## config.mk

```make
export PLATFORM = sky130hd
export DESIGN_NAME = vram_arbiter_flat
export DESIGN_NICKNAME = d
export VERILOG_FILES = /design/src/rtl/vram_arbiter_pkg.sv /design/src/rtl/vram_arbiter_if.sv /design/src/rtl/vram_arbiter_rr_arb2.sv /design/src/rtl/vram_arbiter.sv /design/src/flat_wrapper.sv
export SDC_FILE = /design/constraint.sdc
export NUM_CORES = 1
export LEC_CHECK = 0
export ABC_AREA = 1
export CORE_UTILIZATION = 38
export CTS_BUF_LIST = sky130_fd_sc_hd__clkbuf_16
export DETAILED_ROUTE_END_ITERATION = 12
export GPL_TIMING_DRIVEN = 0
export PLACE_DENSITY = 0.82
export SLEW_MARGIN = 20
export SYNTH_ARGS = -nofsm -noshare
export SYNTH_HDL_FRONTEND = slang
export SYNTH_SLANG_ARGS = --single-unit
```

## constraint.sdc

```tcl
create_clock -name clk -period 1.55 [get_ports clk]
set_input_delay 0.155 -clock clk [delete_from_list [all_inputs] [get_ports clk]]
set_output_delay 0.155 -clock clk [all_outputs]
set_load 0.005 [all_outputs]
```

## src/rtl/vram_arbiter_pkg.sv

```systemverilog
// Shared definitions for the VRAM arbiter: VGA line constants, default bus
// widths and the read-pipeline tag that routes returning RAM data.
package vram_arbiter_pkg;

  // Vertical timing of the 640x480 VGA frame (lines).
  localparam int VGA_VD     = 480;
  localparam int VGA_VTOTAL = 525;

  // Default memory geometry.
  localparam int DEF_AW = 16;
  localparam int DEF_DW = 8;

  // Owner of the read currently on the RAM command port. A write or an
  // idle clock leaves the tag at TAG_IDLE so nothing is returned for it.
  typedef enum logic [1:0] {
    TAG_IDLE = 2'd0,
    TAG_DISP = 2'd1,
    TAG_REQ0 = 2'd2,
    TAG_REQ1 = 2'd3
  } rd_tag_e;

  // Tag for a read issued on behalf of requester idx.
  function automatic rd_tag_e req_tag(input logic idx);
    return idx ? TAG_REQ1 : TAG_REQ0;
  endfunction

endpackage

```

## src/rtl/vram_arbiter_if.sv

```systemverilog
// Bus bundle between the VRAM arbiter, its clients (display fetch and two
// game-logic requesters) and the single-port synchronous RAM.
//
// Handshake: the display fetch is a one-clock strobe (disp_req) that is
// always served, with disp_rvalid two clocks later. A requester raises
// req[i] with we/addr/wdata stable and holds them until it sees ack[i]
// (one-clock pulse, same clock the command is on mem_*); it must drop or
// renew req[i] in the clock after ack. A read returns rdata with rvalid[i]
// exactly one clock after ack[i]; a write returns nothing.
interface vram_arbiter_if
  import vram_arbiter_pkg::*;
#(
  parameter int AW = DEF_AW,
  parameter int DW = DEF_DW
);

  // Display fetch port
  logic          disp_req;
  logic [AW-1:0] disp_addr;
  logic [DW-1:0] disp_rdata;
  logic          disp_rvalid;

  // Game-logic requester ports
  logic [1:0]    req;
  logic [1:0]    we;
  logic [AW-1:0] addr0;
  logic [AW-1:0] addr1;
  logic [DW-1:0] wdata0;
  logic [DW-1:0] wdata1;
  logic [1:0]    ack;
  logic [DW-1:0] rdata;
  logic [1:0]    rvalid;

  // RAM command / return port
  logic          mem_en;
  logic          mem_we;
  logic [AW-1:0] mem_addr;
  logic [DW-1:0] mem_wdata;
  logic [DW-1:0] mem_rdata;

  // Arbiter side
  modport slave (
    input  disp_req, disp_addr,
    output disp_rdata, disp_rvalid,
    input  req, we, addr0, addr1, wdata0, wdata1,
    output ack, rdata, rvalid,
    output mem_en, mem_we, mem_addr, mem_wdata,
    input  mem_rdata
  );

  // Client / RAM side
  modport master (
    output disp_req, disp_addr,
    input  disp_rdata, disp_rvalid,
    output req, we, addr0, addr1, wdata0, wdata1,
    input  ack, rdata, rvalid,
    input  mem_en, mem_we, mem_addr, mem_wdata,
    output mem_rdata
  );

endinterface

```

## src/rtl/vram_arbiter_rr_arb2.sv

```systemverilog
// Two-way round-robin arbiter. ptr names the requester that currently has
// priority; after a grant the other requester gets priority. Requesters
// that are not eligible are simply skipped and the pointer does not move.
module rr_arb2 (
  input  logic       clk,
  input  logic       reset,
  input  logic       enable,
  input  logic [1:0] elig,
  output logic [1:0] grant,
  output logic       ptr
);

  // Pick the priority requester if eligible, otherwise the other one.
  always_comb begin
    grant = 2'b00;
    if (enable) begin
      if (ptr == 1'b0) begin
        if (elig[0])      grant = 2'b01;
        else if (elig[1]) grant = 2'b10;
      end else begin
        if (elig[1])      grant = 2'b10;
        else if (elig[0]) grant = 2'b01;
      end
    end
  end

  // The served requester drops to lowest priority.
  always_ff @(posedge clk) begin
    if (reset) begin
      ptr <= 1'b0;
    end else if (grant[0]) begin
      ptr <= 1'b1;
    end else if (grant[1]) begin
      ptr <= 1'b0;
    end
  end

endmodule

```

## src/rtl/vram_arbiter.sv

```systemverilog
// VRAM arbiter: shares one single-port synchronous RAM between the VGA
// display fetch (absolute priority, never stalled) and two game-logic
// requesters served round-robin. Writes from the game logic can be held
// back to vertical blanking to avoid tearing. Every RAM command is
// registered; read data is routed back by a one-entry tag pipeline.
module vram_arbiter
  import vram_arbiter_pkg::*;
#(
  parameter int AW          = DEF_AW,
  parameter int DW          = DEF_DW,
  parameter int VD          = VGA_VD,
  parameter int VBLANK_ONLY = 1
) (
  input  logic           clk,
  input  logic           reset,
  input  logic [9:0]     pixel_y,
  output logic           frame_start,
  vram_arbiter_if.slave  bus,
  output logic           dbg_rr_ptr,
  output rd_tag_e        dbg_rd_tag
);

  localparam logic [9:0] VD_Y   = 10'(VD);
  localparam logic [9:0] LAST_Y = 10'(VGA_VTOTAL - 1);

  logic          write_ok;
  logic [1:0]    elig;
  logic [1:0]    grant;
  logic          rr_ptr;

  logic          cmd_en;
  logic          cmd_we;
  logic [AW-1:0] cmd_addr;
  logic [DW-1:0] cmd_wdata;
  rd_tag_e       cmd_tag;

  rd_tag_e       rd_tag;
  logic [9:0]    prev_y;

  // Game writes open only in vertical blanking unless the gate is disabled.
  assign write_ok = (VBLANK_ONLY == 0) || (pixel_y >= VD_Y);

  // A requester whose ack is high this clock still shows the old req, so it
  // is masked out to avoid issuing the same access twice.
  assign elig[0] = bus.req[0] & ~bus.ack[0] & (~bus.we[0] | write_ok);
  assign elig[1] = bus.req[1] & ~bus.ack[1] & (~bus.we[1] | write_ok);

  // The display slot pre-empts the requesters entirely.
  rr_arb2 u_rr_arb2 (
    .clk    (clk),
    .reset  (reset),
    .enable (~bus.disp_req),
    .elig   (elig),
    .grant  (grant),
    .ptr    (rr_ptr)
  );

  // Select the command for the next RAM clock from the granted source.
  always_comb begin
    cmd_en    = 1'b0;
    cmd_we    = 1'b0;
    cmd_addr  = bus.mem_addr;
    cmd_wdata = bus.mem_wdata;
    cmd_tag   = TAG_IDLE;
    if (bus.disp_req) begin
      cmd_en   = 1'b1;
      cmd_addr = bus.disp_addr;
      cmd_tag  = TAG_DISP;
    end else if (grant[0]) begin
      cmd_en    = 1'b1;
      cmd_we    = bus.we[0];
      cmd_addr  = bus.addr0;
      cmd_wdata = bus.wdata0;
      cmd_tag   = bus.we[0] ? TAG_IDLE : req_tag(1'b0);
    end else if (grant[1]) begin
      cmd_en    = 1'b1;
      cmd_we    = bus.we[1];
      cmd_addr  = bus.addr1;
      cmd_wdata = bus.wdata1;
      cmd_tag   = bus.we[1] ? TAG_IDLE : req_tag(1'b1);
    end
  end

  // Register the RAM command and ack; address/data/we hold when idle.
  always_ff @(posedge clk) begin
    if (reset) begin
      bus.mem_en    <= 1'b0;
      bus.mem_we    <= 1'b0;
      bus.mem_addr  <= '0;
      bus.mem_wdata <= '0;
      bus.ack       <= 2'b00;
    end else begin
      bus.mem_en <= cmd_en;
      bus.ack    <= grant;
      if (cmd_en) begin
        bus.mem_we    <= cmd_we;
        bus.mem_addr  <= cmd_addr;
        bus.mem_wdata <= cmd_wdata;
      end
    end
  end

  // Track the owner of the read on mem_* and strobe its valid when the RAM
  // returns data one clock later; reset drops any read in flight.
  always_ff @(posedge clk) begin
    if (reset) begin
      rd_tag          <= TAG_IDLE;
      bus.rvalid      <= 2'b00;
      bus.disp_rvalid <= 1'b0;
    end else begin
      rd_tag          <= cmd_tag;
      bus.rvalid      <= {rd_tag == TAG_REQ1, rd_tag == TAG_REQ0};
      bus.disp_rvalid <= (rd_tag == TAG_DISP);
    end
  end

  // Pulse frame_start for one clock when the line counter wraps to 0.
  always_ff @(posedge clk) begin
    if (reset) begin
      prev_y      <= '0;
      frame_start <= 1'b0;
    end else begin
      prev_y      <= pixel_y;
      frame_start <= (prev_y == LAST_Y) && (pixel_y == 10'd0);
    end
  end

  // RAM data goes to both consumers; the valid strobes say who owns it.
  assign bus.rdata      = bus.mem_rdata;
  assign bus.disp_rdata = bus.mem_rdata;

  assign dbg_rr_ptr = rr_ptr;
  assign dbg_rd_tag = rd_tag;

endmodule

```

## src/flat_wrapper.sv

```systemverilog
// flat-port wrapper written by rule: the top's interface ports become plain ports
module vram_arbiter_flat import vram_arbiter_pkg::*;
#(
  parameter int AW          = DEF_AW,
  parameter int DW          = DEF_DW,
  parameter int VD          = VGA_VD,
  parameter int VBLANK_ONLY = 1
)
  (clk, reset, pixel_y, frame_start, dbg_rr_ptr, dbg_rd_tag, bus_disp_req, bus_disp_addr, bus_disp_rdata, bus_disp_rvalid, bus_req, bus_we, bus_addr0, bus_addr1, bus_wdata0, bus_wdata1, bus_ack, bus_rdata, bus_rvalid, bus_mem_en, bus_mem_we, bus_mem_addr, bus_mem_wdata, bus_mem_rdata);
  vram_arbiter_if #(.AW(AW), .DW(DW)) bus_i ();
  input  logic clk;
  input  logic reset;
  input  logic [9:0] pixel_y;
  output logic frame_start;
  output logic dbg_rr_ptr;
  output rd_tag_e dbg_rd_tag;
  input wire logic [$bits(bus_i.disp_req)-1:0] bus_disp_req;
  input wire logic [$bits(bus_i.disp_addr)-1:0] bus_disp_addr;
  output wire logic [$bits(bus_i.disp_rdata)-1:0] bus_disp_rdata;
  output wire logic [$bits(bus_i.disp_rvalid)-1:0] bus_disp_rvalid;
  input wire logic [$bits(bus_i.req)-1:0] bus_req;
  input wire logic [$bits(bus_i.we)-1:0] bus_we;
  input wire logic [$bits(bus_i.addr0)-1:0] bus_addr0;
  input wire logic [$bits(bus_i.addr1)-1:0] bus_addr1;
  input wire logic [$bits(bus_i.wdata0)-1:0] bus_wdata0;
  input wire logic [$bits(bus_i.wdata1)-1:0] bus_wdata1;
  output wire logic [$bits(bus_i.ack)-1:0] bus_ack;
  output wire logic [$bits(bus_i.rdata)-1:0] bus_rdata;
  output wire logic [$bits(bus_i.rvalid)-1:0] bus_rvalid;
  output wire logic [$bits(bus_i.mem_en)-1:0] bus_mem_en;
  output wire logic [$bits(bus_i.mem_we)-1:0] bus_mem_we;
  output wire logic [$bits(bus_i.mem_addr)-1:0] bus_mem_addr;
  output wire logic [$bits(bus_i.mem_wdata)-1:0] bus_mem_wdata;
  input wire logic [$bits(bus_i.mem_rdata)-1:0] bus_mem_rdata;
  assign bus_i.disp_req = bus_disp_req;
  assign bus_i.disp_addr = bus_disp_addr;
  assign bus_disp_rdata = bus_i.disp_rdata;
  assign bus_disp_rvalid = bus_i.disp_rvalid;
  assign bus_i.req = bus_req;
  assign bus_i.we = bus_we;
  assign bus_i.addr0 = bus_addr0;
  assign bus_i.addr1 = bus_addr1;
  assign bus_i.wdata0 = bus_wdata0;
  assign bus_i.wdata1 = bus_wdata1;
  assign bus_ack = bus_i.ack;
  assign bus_rdata = bus_i.rdata;
  assign bus_rvalid = bus_i.rvalid;
  assign bus_mem_en = bus_i.mem_en;
  assign bus_mem_we = bus_i.mem_we;
  assign bus_mem_addr = bus_i.mem_addr;
  assign bus_mem_wdata = bus_i.mem_wdata;
  assign bus_i.mem_rdata = bus_mem_rdata;
  vram_arbiter #(.AW(AW), .DW(DW), .VD(VD), .VBLANK_ONLY(VBLANK_ONLY)) u_core (.clk(clk), .reset(reset), .pixel_y(pixel_y), .frame_start(frame_start), .bus(bus_i), .dbg_rr_ptr(dbg_rr_ptr), .dbg_rd_tag(dbg_rd_tag));
endmodule
```

==> results of run 1 <==
-- power breakdown --
| group | internal (mW) | switching, mW |
|---|---|---|
| Combinational | 0.494 | 0.361 |
| Clock | 0.600 | 0.454 |
| Sequential | 1.24 | 0.0404 |
| Total | 2.33 | 0.855 |
-- how the worst max path moves through the flow --
stage                                 startpoint  cells after the start  slack, ns                              endpoint
CTS                                   pixel_y[7]                     11       0.02  u_core.bus.mem_wdata[6]$_SDFFE_PP0P_
floorplan           u_core.bus.ack[1]$_SDFF_PP0_                      7       0.30   u_core.bus.mem_addr[0]$_SDFFE_PP0P_
detailed placement                    pixel_y[7]                     10      -0.34   u_core.bus.mem_addr[8]$_SDFFE_PP0P_
global route                          pixel_y[6]                     13      -0.02  u_core.bus.mem_addr[12]$_SDFFE_PP0P_
finish                                pixel_y[6]                     13       0.09  u_core.bus.mem_addr[10]$_SDFFE_PP0P_
global placement                      pixel_y[5]                     11      -0.26   u_core.bus.mem_addr[4]$_SDFFE_PP0P_
-- metal layers --
layer,wire length [um],track usage,vias to the layer above
li1,-,-,1366
met1,3030,0.279,1243
met2,3860,0.421,115
met3,469,0.0432,11
met4,126,0.0875,0
met5,0,0,-
-- logic make-up after synthesis --
kind of cell | share of synthesized area
AND/OR/NAND/NOR | 0.418
buffers and inverters | 0.152
flip-flops | 0.386
AO/OA/AOI/OAI | 0.0440
-- worst reg2reg max path, delay by kind of cell, from the launching register on --
kind / cells / cell delay, ns
simple gates: 7 / 0.71
flops: 1 / 0.32
buf+inv: 2 / 0.25
-- final cells by class --
cell class                      instances  share of cell area
Clock buffer                            5              0.0315
Multi-Input combinational cell        229               0.284
Tap cell                               75              0.0236
Clock inverter                          3             0.00536
Sequential cell                        45               0.227
Inverter                               31              0.0306
Timing Repair Buffer                  131               0.330
Buffer                                 37              0.0678
-- repair_timing --
action | CTS | global route
resized for setup | 4 | 27
pin swaps | 0 | 1
setup endpoints to repair | 8 | 27
setup buffers | 1 | 1
-- state kept, by name, summed over array words and instances, names as in the netlist, 2 cells and up --
register / flops
u_core.bus.mem_addr: 16
u_core.bus.mem_wdata: 8
u_core.dbg_rd_tag: 2
u_core.prev_y: 10
u_core.bus.rvalid: 2
u_core.bus.ack: 2
-- layout by cell type (no fill, tap or decap), types with 2 or more instances in the layout --
cell type | netlist | layout
o21ai_1 | 1 | 6
nand3_2 | 3 | 4
nand3_1 | 28 | 27
clkbuf_16 | 0 | 5
inv_6 | 0 | 2
nor3_1 | 4 | 4
nor2_1 | 70 | 67
nor4_1 | 3 | 3
buf_1 | 2 | 2
nand4_1 | 28 | 28
clkdlybuf4s50_1 | 0 | 127
buf_2 | 10 | 6
nor2_2 | 1 | 3
inv_1 | 30 | 30
clkbuf_1 | 3 | 3
o21ai_0 | 15 | 10
dlymetal6s2s_1 | 0 | 2
a21oi_1 | 3 | 3
buf_4 | 20 | 22
dfxtp_1 | 45 | 45
buf_6 | 1 | 5
nand2_1 | 63 | 63
nand2_4 | 2 | 4
-- synthesized netlist by cell type --
cell type | instances | area [um2]
buf_1 | 2 | 7.51
nand4_2 | 1 | 12.5
nand3_1 | 28 | 140
nand2_2 | 4 | 25.0
o31ai_1 | 1 | 7.51
inv_1 | 30 | 113
buf_4 | 20 | 150
nor4_1 | 3 | 18.8
nand3_2 | 3 | 30.0
nand4_1 | 28 | 175
buf_2 | 10 | 50.1
nor2_1 | 70 | 263
nor3_1 | 4 | 20.0
a21oi_1 | 3 | 15.0
clkbuf_1 | 3 | 11.3
clkbuf_2 | 1 | 5.00
inv_4 | 1 | 6.26
dfxtp_1 | 45 | 901
o21ai_0 | 15 | 75.1
or2_1 | 1 | 6.26
buf_6 | 1 | 11.3
nand2_4 | 2 | 22.5
o21ai_1 | 1 | 5.00
nor2_2 | 1 | 6.26
nand3_4 | 1 | 17.5
nand2_1 | 63 | 236
==> run metrics, run 1 <==
status complete, no violations; row count 28; Synth cell types 26; Top Family by Delay on Critical Path buffers and inverters; hold worst-path end u_core.prev_y[5]$_SDFF_PP0_; CTS clock-pin slew for the worst setup and hold paths 0.06 ns; GP Congestion approximately 0.77; setup TNS 0 ns; Syn Std Cell Area about 2300 um2; measured slew at the worst slew-check pin around 0.5 ns; Worst R2R Start u_core.bus.ack[0]$_SDFF_PP0_; Final setup viols 0; Non-Filler Instances roughly 560; CTS Buf Count 5; Slew HR 0.670; Post-DP HPWL ~5500 um; fmax around 700 MHz; via count approximately 2700; Critical Path RT 1.73 ns; maxcap violations 0; Final Critical Period about 1.5 ns; Placed Instances between 500 and 600; Pwr Total 3.19 mW; CP bufs+invs 4; DIE AREA approximately 6500 um2; Worst setup SP type primary input; Cells after Synth roughly 340; crit-path max FO 10; FF+latch count, synth 45; hold path depth 3; DRC errors left 0; CTS max path bufs 2; Die Span Y ~80 um; post-route core utilization 0.670; final net count between 500 and 600; I/O Pins 140; largest net degree at the start of global routing 16; FF-to-FF End u_core.bus.mem_addr[10]$_SDFFE_PP0P_; routed wire length 7480 um; Hold Violations, Final 0; Syn Area/Cell 6.82 um2; Slew Viols, Final 0; clk_skew 0.00544 ns; CTS Hold Buffers Added 0; flop-to-flop setup slack between 0.15 and 0.2 ns; CTS tree built; clock latency on the worst-skew pair 0.29 ns; initial antenna violation count 0; CP arrival around 1.6 ns; clk sinks 45; final worst slack 0.0895 ns; CTS Root Cell clkbuf_16; Final period util 0.942; global-route wire length before repair 11600 um; # fillers 529; GRT Resource Usage Total 0.236; crit-path cells clkdlybuf4s50_1, nand2_1, inv_1, nand2_2, nand3_2, nand2_4, inv_6, nand2_8, buf_6, nand3_1, nand2_1, nor2_1, nor2_1; VDD IR max between 500 and 600 uV; initial drt markers around 160; Avg WL per Cell 13.5 um; drt pass-1 iters 5; largest stage delay on the critical path a little under 0.5 ns; unrepaired setup endpoints after global routing true; vias in the first global route between 2000 and 3000; register area share after synthesis 0.386; Leak 1.81 nW; share of layout cells above drive strength 1 0.123; CP Capture Type register; yosys warns 0; vias per cell between 4 and 5; worst slack, placed -0.341 ns; syn nets about 430; quantity of I/O buffers inserted on ports around 130; Ant. Diodes 0; Hold Crit Start pixel_y[5]; Crit Path Class primary input to register; Horiz. Die Dim about 80 um; placed inst area around 3700 um2; PD cells about 800 nW/um2; Core ar. approximately 5900 um2; H-tree depth 2; Worst path slowest cell clkdlybuf4s50_1; multi-input logic area 1130 um2; hold slack 0.149 ns; synth-to-layout area growth 70.3%; register area 901 um2; Min-Delay Path Class primary input to register; Initial Util 0.394; antenna viol nets, final 0; GRT overflow 0; Finished Cell Area around 4000 um2; R2R depth 9
Note: power is estimated with default switching activity, not from simulation.
==> inputs of run 2 (changes only) <==
- ABC_CLOCK_PERIOD_IN_PS: unset -> 1550
==> results of run 2 <==
The final DEF is identical to that of run 1; final timing and power are the same.
